## config.mk

```make
export PLATFORM = sky130hd
export DESIGN_NAME = bcd_down_counter
export DESIGN_NICKNAME = d
export VERILOG_FILES = /design/src/rtl/bcd_counter_pkg.sv /design/src/rtl/bcd_digit_dec.sv /design/src/rtl/bcd_down_counter.sv
export SDC_FILE = /design/constraint.sdc
export NUM_CORES = 1
export LEC_CHECK = 0
export ABC_AREA = 1
export CAP_MARGIN = 20
export CORE_MARGIN = 3
export CORE_UTILIZATION = 61
export DETAILED_ROUTE_END_ITERATION = 12
export DONT_BUFFER_PORTS = 1
export PLACE_DENSITY = 0.83
export REMOVE_ABC_BUFFERS = 1
export SYNTH_ARGS = -nofsm -noshare
export SYNTH_HDL_FRONTEND = slang
export SYNTH_HIERARCHICAL = 1
export SYNTH_SLANG_ARGS = --single-unit
```

## constraint.sdc

```tcl
create_clock -name clk -period 2 [get_ports clk]
set_input_delay 0 -clock clk [delete_from_list [all_inputs] [get_ports clk]]
set_output_delay 0 -clock clk [all_outputs]
set_load 0.02 [all_outputs]
```

## src/rtl/bcd_counter_pkg.sv

```systemverilog
// Shared definitions for the BCD down counter: FSM state encoding and
// per-digit constants used by both the top level and the digit decrementer.
package bcd_counter_pkg;

    localparam int         DIGIT_W   = 4;
    localparam logic [3:0] DIGIT_MAX = 4'd9;

    // Legacy-compatible state codes, wrapped in an enum for readability.
    localparam logic [1:0] S_IDLE = 2'd0;
    localparam logic [1:0] S_RUN  = 2'd1;
    localparam logic [1:0] S_DONE = 2'd2;

    typedef enum logic [1:0] {
        IDLE = S_IDLE,
        RUN  = S_RUN,
        DONE = S_DONE
    } state_t;

endpackage

```

## src/rtl/bcd_digit_dec.sv

```systemverilog
// One BCD digit of the decrement chain: subtract borrow_in, wrapping 0 -> 9
// and producing a borrow for the next more significant digit.
module bcd_digit_dec
    import bcd_counter_pkg::*;
(
    input  logic [DIGIT_W-1:0] digit,
    input  logic               borrow_in,
    output logic [DIGIT_W-1:0] digit_next,
    output logic               borrow_out
);

    // Decrement one digit when a borrow arrives from below.
    always_comb begin
        digit_next = digit;
        borrow_out = 1'b0;
        if (borrow_in) begin
            if (digit == '0) begin
                digit_next = DIGIT_MAX;
                borrow_out = 1'b1;
            end else begin
                digit_next = digit - 1'b1;
            end
        end
    end

endmodule

```

## src/rtl/bcd_down_counter.sv

```systemverilog
// Multi-digit BCD down counter with IDLE/RUN/DONE control FSM.
// Loads are validated (every nibble must be 0..9); rejected loads pulse err.
// Optional auto-reload from DONE is enabled by defining
// BCD_DOWN_COUNTER_RELOAD_EN; without it the reload register is not built.
module bcd_down_counter
    import bcd_counter_pkg::*;
#(
    parameter int NUM_DIGITS = 2
) (
    input  logic                          clk,
    input  logic                          rst,
    input  logic                          en,
    input  logic                          load,
    input  logic [DIGIT_W*NUM_DIGITS-1:0] load_val,
    output logic [DIGIT_W*NUM_DIGITS-1:0] count,
    output logic                          busy,
    output logic                          done,
    output logic                          err
);

    localparam int W = DIGIT_W * NUM_DIGITS;

    state_t                 state;
    logic [NUM_DIGITS:0]    borrow;
    logic [W-1:0]           count_dec;
    logic [NUM_DIGITS-1:0]  nib_ok;
    logic                   load_ok;
    logic                   load_zero;
    logic                   dec_zero;
    logic                   underflow;

    // LSD always takes a borrow: the chain computes count - 1.
    assign borrow[0] = 1'b1;

    genvar g;
    generate
        for (g = 0; g < NUM_DIGITS; g++) begin : g_dig
            bcd_digit_dec u_dig (
                .digit      (count[g*DIGIT_W +: DIGIT_W]),
                .borrow_in  (borrow[g]),
                .digit_next (count_dec[g*DIGIT_W +: DIGIT_W]),
                .borrow_out (borrow[g+1])
            );
            assign nib_ok[g] = (load_val[g*DIGIT_W +: DIGIT_W] <= DIGIT_MAX);
        end
    endgenerate

    assign load_ok   = &nib_ok;
    assign load_zero = (load_val == '0);
    assign dec_zero  = (count_dec == '0);
    // A borrow out of the MSD means count was already 0; never wrap below it.
    assign underflow = borrow[NUM_DIGITS];

    assign busy = (state == RUN);

`ifdef BCD_DOWN_COUNTER_RELOAD_EN
    logic [W-1:0] reload;

    // Capture every valid nonzero load as the auto-reload value.
    always_ff @(posedge clk or posedge rst) begin
        if (rst)
            reload <= '0;
        else if (load && load_ok && !load_zero)
            reload <= load_val;
    end
`endif

    // Control FSM, count register and single-cycle status pulses.
    always_ff @(posedge clk or posedge rst) begin
        if (rst) begin
            state <= IDLE;
            count <= '0;
            done  <= 1'b0;
            err   <= 1'b0;
        end else begin
            done <= 1'b0;
            err  <= 1'b0;
            if (load) begin
                if (!load_ok) begin
                    err <= 1'b1;
                end else if (load_zero) begin
                    count <= '0;
                    state <= IDLE;
                end else begin
                    count <= load_val;
                    state <= RUN;
                end
            end else if (en) begin
                case (state)
                    RUN: begin
                        if (!underflow) begin
                            count <= count_dec;
                            if (dec_zero) begin
                                state <= DONE;
                                done  <= 1'b1;
                            end
                        end
                    end
`ifdef BCD_DOWN_COUNTER_RELOAD_EN
                    DONE: begin
                        count <= reload;
                        state <= RUN;
                    end
`endif
                    default: ;
                endcase
            end
        end
    end

endmodule

```

==> summary.txt <==
Route
  • Routed wire length: 2350 um
  • 1st-iter DRT viols: 73
  • # DRC: 0
  • Post-route ant nets: 0
  • Drt pass-1 iters: 5
  • WL/cell: about 14 um
  • Total number of vias: ~900
  • DR vias/cell: around 5.3

Worst setup path
  • WS Path Type: reg2reg
  • Slowest CP cell: dfrtp_1
  • Flop-to-flop setup slack: about 190 ps
  • Critical Path Fanout Max: 10
  • FF-to-FF End: count[3]$_DFFE_PP0P_
  • Worst endpoint required time: ~2200 ps
  • Kind of cell adding the most delay to the critical path: simple AND/OR/NAND/NOR gates
  • Top cell by count, worst path: nand2_1
  • Crit path depth: 13
  • Startpoint types: register
  • Critical path buffer and inverter count: 3
  • CP Cell Sequence: inv_2 -> nand3_2 -> nor2_4 -> nand3_2 -> nor2_4 -> inv_1 -> nand2_1 -> nor2_2 -> inv_1 -> nand2_1 -> nand2_8 -> nand2_1 -> o21ai_1
  • R2R depth: 13
  • Largest stage delay, worst path: just under 400 ps
  • Arr. time, crit path: about 2000 ps
  • Element type at the critical path end: register
  • R2R Path Start: count[0]$_DFFE_PP0P_

Global route
  • Pin count of the biggest net entering global routing: 15
  • GRT Overall Usage: 0.258
  • Vias in the first global route: ~900
  • Antenna violations before repair: 0
  • First-pass GRT wire length: about 3800 um
  • Grt total ovfl: 0

Run
  • Max-cap viol count: 0

Synth
  • Top-area cell type share of the netlist area: 0.330
  • Main synth FF type: dfrtp_1
  • Synth Instances: about 140
  • Synth cell types: 23
  • Cell Area, Synth: slightly above 900 um2
  • Cell taking the most area after synthesis: dfrtp_1
  • Synth async-reset ratio: 1.00
  • Top post-synthesis cells by area: dfrtp_1 (33%), nand2_1 (23%), inv_1 (5.0%)
  • Count of state elements after synthesis: 12
  • Syn avg cell area: 6.64 um2
  • Number of synthesized flops with an enable pin: 0
  • Sequential cell area fraction in the yosys report: 0.330
  • Syn. warnings: 6

STA
  • Final-report max-slew violation count: 0
  • Final Hold Violating Endpoints: 0
  • Hold WS: between 20 and 30 ps
  • Setup Skew: roughly 4.5 ps
  • Worst setup margin: between 150 and 200 ps
  • Fmax: about 550 MHz
  • RSZ-0062 raised after global routing: no
  • Tcrit/Tclk final: 0.905
  • Endpoints failing setup: 0
  • Setup tns final: 0 ps
  • Tmin final: between 1500 and 2000 ps

Pwr
  • Pwr Total: ~1.1 mW
  • PwrDens: 1010 nW/um2
  • Leak Pwr: 0.593 nW
  • Max VDD drop: 0.720 mV

Place
  • Post-DP HPWL: roughly 1500 um
  • Gpl congestion: approximately 0.8
  • Dpl cell area: roughly 950 um2
  • Post-Place Setup Slack: ~160 ps
  • # port buffers: 0

Layout
  • Layout Nets: 170
  • Antenna Cells: 0
  • Reg area: roughly 300 um2
  • Multi-input gate area: between 500 and 600 um2
  • P&R area growth vs syn: 21.0%
  • Fillers: 94
  • Post-Layout Inst Area: 1100 um2
  • Share of layout cells above drive strength 1: 0.217

Floorplanning
  • Row count: 13
  • Starting Density: 0.674
  • DIE HEIGHT: roughly 45 um
  • Core ar.: between 1000 and 1500 um2
  • Die ar.: approximately 2000 um2
  • # IOs: 23
  • Die width: between 40 and 50 um

Clocking
  • CTS H-tree depth: 1
  • Clock Latency Late Sink: around 270 ps
  • Clock slew at reported path FFs: about 90 ps
  • CTS max path bufs: 2
  • Total CTS buffers: 3
  • CTS tree: built
  • Clock Tree Root: clkbuf_4
  • Clock sink count: 12

Hold path
  • Hold worst-path end: err$_DFF_PP0_
  • Hold path depth: 4
  • Min-delay src: load
  • Min-delay worst type: in2reg

Outcome
  • Outcome: finished clean
[tightest hold or removal path, delay by kind of cell]
kind | cells | cell delay [ps]
buffers and inverters | 1 | 50
AND/OR/NAND/NOR | 3 | 190
[metal layers]
metal	routed length [um]	global-route usage
met3	177	0.0569
met4	29	0.102
met1	976	0.317
met5	0	0
met2	1170	0.433
[timing repair]
action | in CTS | in global routing
gates resized for setup | 0 | 1
buffers inserted | 0 | 1
hold endpoints to repair | 21 | 0
hold buffers | 10 | 0
setup endpoints to repair | 0 | 2
[synth_stat cells (2+ instances only)]
library cell  number
nor2_1            12
nand2_2            3
nor2_4             2
a21oi_1            4
o21ai_1            3
xor2_1             2
o21ai_0            4
nor2_2             2
nand2_1           56
nand3_1            2
nand2_4            3
inv_1             12
dfrtp_1           12
inv_2              9
nand3_2            2
nand4_1            2
[registers in the layout (all words and copies together) (netlist names)]
name	count
count	8
done	1
err	1
state	2
[kinds of logic after synthesis]
kind of cell | Yosys count | share of synthesized area
AND/OR/NAND/NOR | 87 | 0.475
flip-flops | 12 | 0.330
AO/OA/AOI/OAI | 11 | 0.0605
XOR/XNOR | 2 | 0.0193
buffers and inverters | 24 | 0.111
other | 1 | 0.00412
[worst max-delay path by stage]
stage	slack [ps]	from	endpoint
after global placement	290	count[3]$_DFFE_PP0P_	state[0]$_DFFE_PP0P_
after CTS	150	count[3]$_DFFE_PP0P_	state[1]$_DFFE_PP0P_
after global routing	20	count[0]$_DFFE_PP0P_	state[1]$_DFFE_PP0P_
after detailed placement	160	count[3]$_DFFE_PP0P_	state[1]$_DFFE_PP0P_
after floorplan	220	count[3]$_DFFE_PP0P_	state[0]$_DFFE_PP0P_
final	190	count[0]$_DFFE_PP0P_	count[3]$_DFFE_PP0P_
[cell type report]
type / count / area share
multi-input combinational: 104 / 0.475
inverter: 22 / 0.0773
clock buffer: 4 / 0.0330
sequential: 12 / 0.273
tap: 15 / 0.0170
timing repair buffer: 15 / 0.125
[power by group]
| group | leakage (nW) | total (mW) | switching [mW] | internal (mW) |
|---|---|---|---|---|
| sequential | 0.152 | 0.390 | 0.0862 | 0.303 |
| combinational | 0.419 | 0.522 | 0.344 | 0.178 |
| clock | 0.0210 | 0.199 | 0.0886 | 0.110 |
| total | 0.593 | 1.11 | 0.518 | 0.592 |
[stage by stage]
stage,instances,util
after floorplan,138,-
after global placement,157,0.706
after detailed placement,157,0.706
after CTS,171,0.807
after global routing,172,0.816
final,172,0.816
[placed cells by master, fill, tap and decap left out]
cell type,instances
a21oi_1,4
buf_4,5
clkbuf_4,3
clkbuf_8,1
conb_1,4
dfrtp_1,12
dlygate4sd3_1,10
inv_1,12
inv_2,9
inv_4,1
nand2_1,56
nand2_2,3
nand2_4,3
nand2_8,1
nand3_1,2
nand3_2,2
nand4_1,2
nor2_1,12
nor2_2,2
nor2_4,2
nor2_8,1
nor4_1,1
o21ai_0,4
o21ai_1,2
o21ai_2,1
xor2_1,2
(Power assumes the default switching activity.)
